**src/rtl/tlul_pkg.sv**
```systemverilog
// TL-UL bus types shared by peripheral front-end stages.
// The payload typedefs carry every field of a beat except the handshake signals.
package tlul_pkg;

  localparam int unsigned TL_AW  = 32;
  localparam int unsigned TL_DW  = 32;
  localparam int unsigned TL_DBW = TL_DW / 8;
  localparam int unsigned TL_SZW = 2;
  localparam int unsigned TL_AIW = 8;
  localparam int unsigned TL_DIW = 1;
  localparam int unsigned TL_AUW = 16;
  localparam int unsigned TL_DUW = 14;

  typedef enum logic [2:0] {
    PutFullData    = 3'h0,
    PutPartialData = 3'h1,
    Get            = 3'h4
  } tl_a_op_e;

  typedef enum logic [2:0] {
    AccessAck     = 3'h0,
    AccessAckData = 3'h1
  } tl_d_op_e;

  typedef struct packed {
    logic                a_valid;
    tl_a_op_e            a_opcode;
    logic [2:0]          a_param;
    logic [TL_SZW-1:0]   a_size;
    logic [TL_AIW-1:0]   a_source;
    logic [TL_AW-1:0]    a_address;
    logic [TL_DBW-1:0]   a_mask;
    logic [TL_DW-1:0]    a_data;
    logic [TL_AUW-1:0]   a_user;
    logic                d_ready;
  } tl_h2d_t;

  typedef struct packed {
    logic                d_valid;
    tl_d_op_e            d_opcode;
    logic [2:0]          d_param;
    logic [TL_SZW-1:0]   d_size;
    logic [TL_AIW-1:0]   d_source;
    logic [TL_DIW-1:0]   d_sink;
    logic [TL_DW-1:0]    d_data;
    logic [TL_DUW-1:0]   d_user;
    logic                d_error;
    logic                a_ready;
  } tl_d2h_t;

  typedef struct packed {
    tl_a_op_e            a_opcode;
    logic [2:0]          a_param;
    logic [TL_SZW-1:0]   a_size;
    logic [TL_AIW-1:0]   a_source;
    logic [TL_AW-1:0]    a_address;
    logic [TL_DBW-1:0]   a_mask;
    logic [TL_DW-1:0]    a_data;
    logic [TL_AUW-1:0]   a_user;
  } tl_a_payload_t;

  typedef struct packed {
    tl_d_op_e            d_opcode;
    logic [2:0]          d_param;
    logic [TL_SZW-1:0]   d_size;
    logic [TL_AIW-1:0]   d_source;
    logic [TL_DIW-1:0]   d_sink;
    logic [TL_DW-1:0]    d_data;
    logic [TL_DUW-1:0]   d_user;
    logic                d_error;
  } tl_d_payload_t;

endpackage

```
**src/rtl/prim_fifo_sync_reg.sv**
```systemverilog
// Synchronous FIFO with registered storage and no fall-through; any depth 1..16.
// Pointers wrap at Depth-1 so non-power-of-2 depths waste no entries.
module prim_fifo_sync_reg #(
  parameter int unsigned Width = 32,
  parameter int unsigned Depth = 2,
  localparam int unsigned PtrW = (Depth > 1) ? $clog2(Depth) : 1,
  localparam int unsigned CntW = $clog2(Depth + 1)
) (
  input  logic             clk_i,
  input  logic             rst_ni,
  input  logic             push_i,
  input  logic [Width-1:0] wdata_i,
  input  logic             pop_i,
  output logic [Width-1:0] rdata_o,
  output logic             full_o,
  output logic             empty_o,
  output logic [CntW-1:0]  cnt_o
);

  logic [Width-1:0] mem_q [Depth];
  logic [PtrW-1:0]  wptr_q, wptr_d, rptr_q, rptr_d;
  logic [CntW-1:0]  cnt_q, cnt_d;
  logic             push, pop;

  assign full_o  = (cnt_q == CntW'(Depth));
  assign empty_o = (cnt_q == '0);
  assign cnt_o   = cnt_q;
  assign rdata_o = mem_q[rptr_q];

  // Guard here so a careless caller can never overflow or underflow the count.
  assign push = push_i & ~full_o;
  assign pop  = pop_i & ~empty_o;

  always_comb begin
    wptr_d = wptr_q;
    rptr_d = rptr_q;
    cnt_d  = cnt_q;
    if (push) begin
      wptr_d = (wptr_q == PtrW'(Depth - 1)) ? '0 : wptr_q + PtrW'(1);
    end
    if (pop) begin
      rptr_d = (rptr_q == PtrW'(Depth - 1)) ? '0 : rptr_q + PtrW'(1);
    end
    if (push && !pop) begin
      cnt_d = cnt_q + CntW'(1);
    end else if (pop && !push) begin
      cnt_d = cnt_q - CntW'(1);
    end
  end

  always_ff @(posedge clk_i or negedge rst_ni) begin
    if (!rst_ni) begin
      wptr_q <= '0;
      rptr_q <= '0;
      cnt_q  <= '0;
      for (int i = 0; i < Depth; i++) begin
        mem_q[i] <= '0;
      end
    end else begin
      wptr_q <= wptr_d;
      rptr_q <= rptr_d;
      cnt_q  <= cnt_d;
      if (push) begin
        mem_q[wptr_q] <= wdata_i;
      end
    end
  end

endmodule

```
**src/rtl/tlul_fifo_stage.sv**
```systemverilog
// Registered TL-UL stage: one FIFO per channel so no ready/valid path crosses it
// combinationally. Fields pass through untouched.
module tlul_fifo_stage
  import tlul_pkg::*;
#(
  parameter int unsigned ReqDepth = 2,
  parameter int unsigned RspDepth = 2,
  localparam int unsigned ReqCntW = $clog2(ReqDepth + 1),
  localparam int unsigned RspCntW = $clog2(RspDepth + 1)
) (
  input  logic               clk_i,
  input  logic               rst_ni,
  input  tl_h2d_t            tl_h_i,
  output tl_d2h_t            tl_h_o,
  output tl_h2d_t            tl_d_o,
  input  tl_d2h_t            tl_d_i,
  output logic [ReqCntW-1:0] req_cnt_o,
  output logic [RspCntW-1:0] rsp_cnt_o
);

  tl_a_payload_t req_wdata, req_rdata;
  tl_d_payload_t rsp_wdata, rsp_rdata;
  logic          req_full, req_empty, rsp_full, rsp_empty;
  logic          req_push, req_pop, rsp_push, rsp_pop;

  assign req_wdata = '{
    a_opcode:  tl_h_i.a_opcode,
    a_param:   tl_h_i.a_param,
    a_size:    tl_h_i.a_size,
    a_source:  tl_h_i.a_source,
    a_address: tl_h_i.a_address,
    a_mask:    tl_h_i.a_mask,
    a_data:    tl_h_i.a_data,
    a_user:    tl_h_i.a_user
  };

  assign rsp_wdata = '{
    d_opcode:  tl_d_i.d_opcode,
    d_param:   tl_d_i.d_param,
    d_size:    tl_d_i.d_size,
    d_source:  tl_d_i.d_source,
    d_sink:    tl_d_i.d_sink,
    d_data:    tl_d_i.d_data,
    d_user:    tl_d_i.d_user,
    d_error:   tl_d_i.d_error
  };

  assign req_push = tl_h_i.a_valid & ~req_full;
  assign req_pop  = ~req_empty & tl_d_i.a_ready;
  assign rsp_push = tl_d_i.d_valid & ~rsp_full;
  assign rsp_pop  = ~rsp_empty & tl_h_i.d_ready;

  prim_fifo_sync_reg #(
    .Width ($bits(tl_a_payload_t)),
    .Depth (ReqDepth)
  ) u_req_fifo (
    .clk_i   (clk_i),
    .rst_ni  (rst_ni),
    .push_i  (req_push),
    .wdata_i (req_wdata),
    .pop_i   (req_pop),
    .rdata_o (req_rdata),
    .full_o  (req_full),
    .empty_o (req_empty),
    .cnt_o   (req_cnt_o)
  );

  prim_fifo_sync_reg #(
    .Width ($bits(tl_d_payload_t)),
    .Depth (RspDepth)
  ) u_rsp_fifo (
    .clk_i   (clk_i),
    .rst_ni  (rst_ni),
    .push_i  (rsp_push),
    .wdata_i (rsp_wdata),
    .pop_i   (rsp_pop),
    .rdata_o (rsp_rdata),
    .full_o  (rsp_full),
    .empty_o (rsp_empty),
    .cnt_o   (rsp_cnt_o)
  );

  always_comb begin
    tl_d_o           = '0;
    tl_d_o.a_valid   = ~req_empty;
    tl_d_o.a_opcode  = req_rdata.a_opcode;
    tl_d_o.a_param   = req_rdata.a_param;
    tl_d_o.a_size    = req_rdata.a_size;
    tl_d_o.a_source  = req_rdata.a_source;
    tl_d_o.a_address = req_rdata.a_address;
    tl_d_o.a_mask    = req_rdata.a_mask;
    tl_d_o.a_data    = req_rdata.a_data;
    tl_d_o.a_user    = req_rdata.a_user;
    tl_d_o.d_ready   = ~rsp_full;
  end

  always_comb begin
    tl_h_o          = '0;
    tl_h_o.d_valid  = ~rsp_empty;
    tl_h_o.d_opcode = rsp_rdata.d_opcode;
    tl_h_o.d_param  = rsp_rdata.d_param;
    tl_h_o.d_size   = rsp_rdata.d_size;
    tl_h_o.d_source = rsp_rdata.d_source;
    tl_h_o.d_sink   = rsp_rdata.d_sink;
    tl_h_o.d_data   = rsp_rdata.d_data;
    tl_h_o.d_user   = rsp_rdata.d_user;
    tl_h_o.d_error  = rsp_rdata.d_error;
    tl_h_o.a_ready  = ~req_full;
  end

endmodule

```
**config.mk**
```make
export PLATFORM = sky130hd
export DESIGN_NAME = tlul_fifo_stage
export DESIGN_NICKNAME = d
export VERILOG_FILES = /design/src/rtl/tlul_pkg.sv /design/src/rtl/prim_fifo_sync_reg.sv /design/src/rtl/tlul_fifo_stage.sv
export SDC_FILE = /design/constraint.sdc
export NUM_CORES = 1
export LEC_CHECK = 0
export ABC_CLOCK_PERIOD_IN_PS = 1450
export BUFFER_PORTS_ARGS = -buffer_cell sky130_fd_sc_hd__buf_2
export CAP_MARGIN = 20
export CORE_MARGIN = 2
export CORE_UTILIZATION = 50
export DETAILED_ROUTE_END_ITERATION = 16
export GPL_TIMING_DRIVEN = 0
export PLACE_DENSITY = 0.8
export REMOVE_ABC_BUFFERS = 1
export SLEW_MARGIN = 20
export SYNTH_ARGS = -nofsm -noshare
export SYNTH_HDL_FRONTEND = slang
export SYNTH_SLANG_ARGS = --single-unit
```
**constraint.sdc**
```tcl
create_clock -name clk_i -period 1.45 [get_ports clk_i]
set_input_delay 0.29 -clock clk_i [delete_from_list [all_inputs] [get_ports clk_i]]
set_output_delay 0.29 -clock clk_i [all_outputs]
set_load 0.1 [all_outputs]
```
==> impl_metrics.tcl, run 1 <==
set metrics [dict create \
    status "finished, violations left" \
    violations "negative hold slack, negative setup slack" \
    overflow 0 \
    design.die.area_um2 33790 \
    totalWireLength_mm 56.13 \
    slew_violations 0 \
    cap_violations 0 \
    syn-cell-area_um2 16170 \
    cp_data_required_time_ps 1160 \
    fin_nets 1547 \
    cts_tree "built" \
    routabilityCongestion 0.7314 \
    crit_fanout 7 \
    wl_met3_mm 5.475 \
    netlist-cell-type-count 20 \
    finalSetupViolCount 488 \
    ant_nets 0 \
    hold_viol 48 \
    avgSynthCellArea_um2 17.81 \
    dr.pass1.iters 5 \
    path_cells "buf_12 -> clkbuf_16 -> mux2_2 -> buf_6" \
    cp-end-kind "output pin" \
    min_path_type "input port to asynchronous set/reset pin" \
    grt_pass1_vias 11500 \
    reg2regPathDepth 6 \
    synth_seq_cells 336 \
    grt_max_degree 87 \
    io_buffers 341 \
    drive_gt1_share_pct 73.98 \
    regToRegStartpoint "u_req_fifo.cnt_o[0]$_DFFE_PN0P_" \
    worstPathArrival_ps 1960 \
    cts_buffer_depth 3 \
    rsz0062_at_grt "true" \
    fin_crit_sh_pct 154.9 \
    core_um2 31720 \
    grt_antenna_before_repair 8 \
    path_class "flop to output pin" \
    clkLatencyLatePin_ps 530 \
    dp_slack_ps -884.2 \
    ioPinCount 342 \
    rows 65 \
    syn_to_final_growth_pct 42.85 \
    initial_core_util_pct 50.97 \
    slowest_delay_ps 480 \
    post-route-drc-count 0 \
    wire_per_inst_um 31.03 \
    grt_usage_pct 28.49 \
    worstReg2RegEnd "u_req_fifo.mem_q[3]$_DFFE_PN0P_" \
    max-slew-margin-rel_pct 68.06 \
    grt_pass1_wl_mm 72.14 \
    die_x_um 183.8 \
    clkSlewWorstSetupHoldPaths_ps 70 \
    fmax_mhz 445.3 \
    top_layer "met5" \
    finClkSkew_ps 36.73 \
    die_h_um 183.8 \
    worstMarginPinSlew_ps 479.2 \
    cts_sinks 336 \
    worst_hold_slack_ps -312.0 \
    wl_met2_mm 27.25 \
    period_needed_ps 2246 \
    tns_ps -185560 \
    yosys_warnings 0 \
    root_buffer "clkbuf_16" \
    ctsHoldBuffers 18 \
    viasPerCell 5.790 \
    cts_buffers 37 \
    htreeDepth 2 \
    setup_slack_ps -795.9 \
    synth-seq-area-share_pct 52.00 \
    critPathSlowestCell "dfrtp_4" \
    syn_inst 908 \
    drtIter0Drc 521 \
    wl_met1_mm 20.05 \
    post-dp-hpwl_mm 23.40 \
    r2r_setup_slack_ps -350 \
    via_count 10480 \
    start_kind "flop" \
]
[Yosys cell counts]
cell	n	area, um^2
and2_1	1	6.260
and2_2	1	7.510
and3_4	2	22.52
and3b_1	1	8.760
and3b_4	1	12.51
buf_12	34	680.7
buf_2	15	75.07
buf_6	1	11.26
buf_8	1	15.01
clkbuf_1	3	11.26
dfrtp_1	336	8408
ha_1	2	25.02
mux2_2	172	1937
mux2_4	320	4805
nand2_1	2	7.510
nand2b_4	2	27.53
nor2_1	2	7.510
or2_2	2	12.51
xnor2_1	4	35.03
xor2_1	6	52.55
[kinds of logic (layout without fill, tap and decap cells)]
logic type / count (synthesis) / count (layout) / synth area share, %
multiplexers: 492 / 492 / 41.70
flip-flops: 336 / 336 / 52.00
buffers and inverters: 54 / 545 / 4.906
AND/OR/NAND/NOR: 14 / 18 / 0.6966
XOR/XNOR: 10 / 10 / 0.5417
adder cells (fa/ha/maj): 2 / 2 / 0.1548
other: 0 / 4 / 0
[registers in the layout, indices dropped and copies added (netlist names)]
signal             flops
u_req_fifo.wptr_q      1
u_req_fifo.mem_q     200
u_req_fifo.rptr_q      1
u_rsp_fifo.rptr_q      1
u_req_fifo.cnt_o       2
u_rsp_fifo.cnt_o       2
u_rsp_fifo.wptr_q      1
u_rsp_fifo.mem_q     128
[critical path, delay by kind of cell (launching register included)]
kind / cells / cell delay (ps)
muxes: 1 / 360
buffers and inverters: 3 / 570
DFF: 1 / 480
[final cells by class]
class	count	area (um^2)
diodes	4	10.01
clock buffers	58	1167
clock inverters	9	130.1
fillers	1696	8622
multi-input cells	522	7197
flip-flops and latches	336	8421
well taps	402	503.0
repair buffers	478	5668
[per-stage QoR]
stage | utilization (%) | instances | cell area (um^2) | hold WS, ps
floorplan | - | 854 | 15370 | -5.591
global placement | 55.44 | 1597 | 17580 | 471.1
detailed placement | 56.67 | 1612 | 17970 | 232.9
CTS | 70.48 | 1796 | 22360 | -320.5
global route | 72.81 | 1808 | 23090 | -295.5
finish | 72.82 | 1809 | 23100 | -312.0
[worst max-delay path by stage]
stage / from / endpoint / slack, ps / cells after the start
final: u_rsp_fifo.rptr_q$_DFFE_PN0P_ / tl_h_o[57] / -800 / 4
after global routing: u_rsp_fifo.rptr_q$_DFFE_PN0P_ / tl_h_o[18] / -830 / 4
after CTS: u_req_fifo.rptr_q$_DFFE_PN0P_ / tl_d_o[97] / -740 / 4
after detailed placement: u_req_fifo.rptr_q$_DFFE_PN0P_ / tl_d_o[5] / -880 / 3
after global placement: rst_ni / u_req_fifo.mem_q[116]$_DFFE_PN0P_ / -6070 / 1
after floorplan: u_rsp_fifo.cnt_o[0]$_DFFE_PN0P_ / u_rsp_fifo.mem_q[127]$_DFFE_PN0P_ / -3050 / 3
[layout by cell type (no fill, tap or decap), types with 2 or more instances in the layout]
master / synthesis / routed
or2_4: 0 / 2
diode_2: 0 / 4
buf_4: 0 / 15
buf_12: 34 / 80
clkbuf_1: 3 / 7
dlygate4sd3_1: 0 / 18
dfrtp_2: 0 / 4
nand2b_4: 2 / 2
dfrtp_1: 336 / 330
ha_4: 0 / 2
and3_4: 2 / 4
clkbuf_16: 0 / 49
mux2_4: 320 / 354
buf_2: 15 / 168
and3b_4: 1 / 3
xor2_1: 6 / 5
xnor2_1: 4 / 4
clkinv_2: 0 / 3
clkbuf_8: 0 / 12
buf_8: 1 / 28
bufinv_16: 0 / 3
and2_4: 0 / 2
buf_6: 1 / 130
buf_16: 0 / 29
mux2_2: 172 / 138
dfrtp_4: 0 / 2
[routing by layer]
metal / vias up / track usage [%]
met1: 5399 / 32.76
met4: 6 / 12.61
met3: 218 / 8.815
li1: 4206 / -
met5: - / 0
met2: 646 / 48.97
[what timing repair did]
item                       4_1_cts  5_1_grt
gates resized for setup        442      202
setup buffers                   62       23
cloned                          37       11
setup endpoints to repair      503      488
hold endpoints to repair        72       48
pin swaps                        4        3
Power of run 1 is left out: the tool's default activity adds up to more than one toggle a clock period on the data nets, which glitch-free logic cannot reach.
==> inputs of run 2 (changes only) <==
--- a/config.mk
+++ b/config.mk
@@ -10,6 +10,7 @@
 export CAP_MARGIN = 20
 export CORE_MARGIN = 2
 export CORE_UTILIZATION = 50
+export CTS_CLUSTER_SIZE = 25
 export DETAILED_ROUTE_END_ITERATION = 16
 export GPL_TIMING_DRIVEN = 0
 export PLACE_DENSITY = 0.8
==> constraint.sdc (replaced) <==
create_clock -name clk_i -period 1.45 [get_ports clk_i]
set_input_delay 0.145 -clock clk_i [delete_from_list [all_inputs] [get_ports clk_i]]
set_output_delay 0.145 -clock clk_i [all_outputs]
set_load 0.1 [all_outputs]
==> run 2 against run 1 <==
The flow finishes with violations (negative setup slack); first-iteration DRC count grew 54%; non-clock buffer count up 152; register-to-register slack barely moved; flip-flop and latch count did not move; critical path depth decreased by 1; via count is 9.0% higher; count of clock-buffer cells in the layout stayed put; cell count up 8.3%; worst setup slack improved by 110 ps; worst hold slack improved by 460 ps; clock skew down 11 ps; global-route usage grew 4.4 points.
==> impl_metrics.tcl, run 2 (synthesis gave the netlist of run 1 again) <==
set metrics [dict create \
    status "finished, violations left" \
    violations "negative setup slack" \
    crit_fanout 26 \
    r2r_setup_slack_ps -350 \
    die_x_um 183.8 \
    slew_violations 0 \
    dr.pass1.iters 5 \
    design.die.area_um2 33790 \
    drive_gt1_share_pct 67.07 \
    path_class "flop to output pin" \
    ioPinCount 342 \
    hold_viol 0 \
    regToRegStartpoint "u_req_fifo.cnt_o[0]$_DFFE_PN0P_" \
    setup_slack_ps -689.4 \
    dp_slack_ps -739.2 \
    worstPathArrival_ps 1990 \
    largest_reg_flops 200 \
    cts_tree "built" \
    wire_per_inst_um 30.90 \
    cp_data_required_time_ps 1310 \
    rows 65 \
    tns_ps -165880 \
    worstReg2RegEnd "u_req_fifo.mem_q[43]$_DFFE_PN0P_" \
    period_needed_ps 2139 \
    worstMarginPinSlew_ps 425.5 \
    max-slew-margin-rel_pct 71.63 \
    holdPathEnd "u_rsp_fifo.cnt_o[0]$_DFFE_PN0P_" \
    reg2regPathDepth 6 \
    cts_buffers 37 \
    via_count 11420 \
    root_buffer "clkbuf_16" \
    clkLatencyLatePin_ps 530 \
    final_cell_mix "mux2_4, dfrtp_1, buf_2" \
    syn_to_final_growth_pct 50.53 \
    min_from "tl_h_i[0]" \
    grt_usage_pct 32.86 \
    core_um2 31720 \
    fin_nets 1699 \
    grt_pass1_vias 12870 \
    grt_antenna_before_repair 2 \
    largest_registers "u_req_fifo.mem_q x200, u_rsp_fifo.mem_q x128" \
    totalWireLength_mm 60.54 \
    whs_path_depth 4 \
    fmax_mhz 467.4 \
    finClkSkew_ps 25.28 \
    clkSlewWorstSetupHoldPaths_ps 70 \
    cap_violations 0 \
    post-route-drc-count 0 \
    io_buffers 341 \
    fin_crit_sh_pct 147.5 \
    post-dp-hpwl_mm 23.40 \
    grt_max_degree 87 \
    finalSetupViolCount 500 \
    initial_core_util_pct 50.97 \
    routabilityCongestion 0.7314 \
    drtIter0Drc 800 \
    top_register "u_req_fifo.mem_q" \
    htreeDepth 2 \
    cts_sinks 336 \
    die_h_um 183.8 \
    viasPerCell 5.827 \
    cts_buffer_depth 3 \
    final_common_cell "mux2_4" \
    grt_pass1_wl_mm 83.17 \
    start_kind "flop" \
    overflow 0 \
    cp-end-kind "output pin" \
    rsz0062_at_grt "true" \
    ant_nets 0 \
    min_path_type "input port to flop" \
]
run 2: changes by cell type in the layout (fill, tap and decap cells not counted), sizes merged:
cell         change
buf             +12
clkbuf           -8
diode            -2
dlygate4sd3    +148
run 2: worst max-delay path, stage by stage (launching register included):
cell and delay (ps):
dfrtp_4 570, buf_16 260, mux2_2 410, buf_6 200
run 2: final cells by class:
cell class / count / area (um^2)
flip-flops and latches: 336 / 8419
well taps: 402 / 503.0
clock buffers: 58 / 1167
multi-input cells: 522 / 7204
fillers: 1534 / 7381
repair buffers: 630 / 6908
clock inverters: 9 / 130.1
diodes: 2 / 5.005
run 2: worst max path at each step:
stage,to,startpoint,cells after the start,slack (ps)
after floorplan,u_rsp_fifo.mem_q[127]$_DFFE_PN0P_,u_rsp_fifo.cnt_o[0]$_DFFE_PN0P_,3,-3050
after global placement,u_req_fifo.mem_q[116]$_DFFE_PN0P_,rst_ni,1,-5930
after detailed placement,tl_d_o[5],u_req_fifo.rptr_q$_DFFE_PN0P_,3,-740
after CTS,tl_d_o[97],u_req_fifo.rptr_q$_DFFE_PN0P_,4,-590
after global routing,tl_h_o[16],u_rsp_fifo.rptr_q$_DFFE_PN0P_,3,-710
final,tl_h_o[16],u_rsp_fifo.rptr_q$_DFFE_PN0P_,3,-690
run 2: metal layers:
metal  global-route usage (%)  vias to the layer above  wire length, um
met2                    56.89                      824            29840
met4                    14.78                        0             3071
met5                        0                        -                0
met1                    38.59                     5872            21890
li1                         -                     4488                -
met3                    8.261                      231             5742
run 2: repair_timing:
action / 4_1_cts / 5_1_grt
endpoints found under the hold margin: 498 / 0
cloned: 40 / 3
setup endpoints to repair: 503 / 581
resized for setup: 443 / 159
pin swaps: 12 / 10
buffers inserted: 75 / 24
hold buffers: 166 / 0
run 2: metrics by stage:
step | utilization (%) | cell area, um^2 | std cells | hold WS, ps
floorplan | - | 15370 | 854 | -150.6
global placement | 55.44 | 17580 | 1597 | 389.0
detailed placement | 56.67 | 17970 | 1612 | 87.86
CTS | 75.89 | 24070 | 1960 | 34.21
global route | 76.73 | 24340 | 1959 | 122.6
finish | 76.73 | 24340 | 1959 | 144.3
Power of run 2 is left out for the same reason.
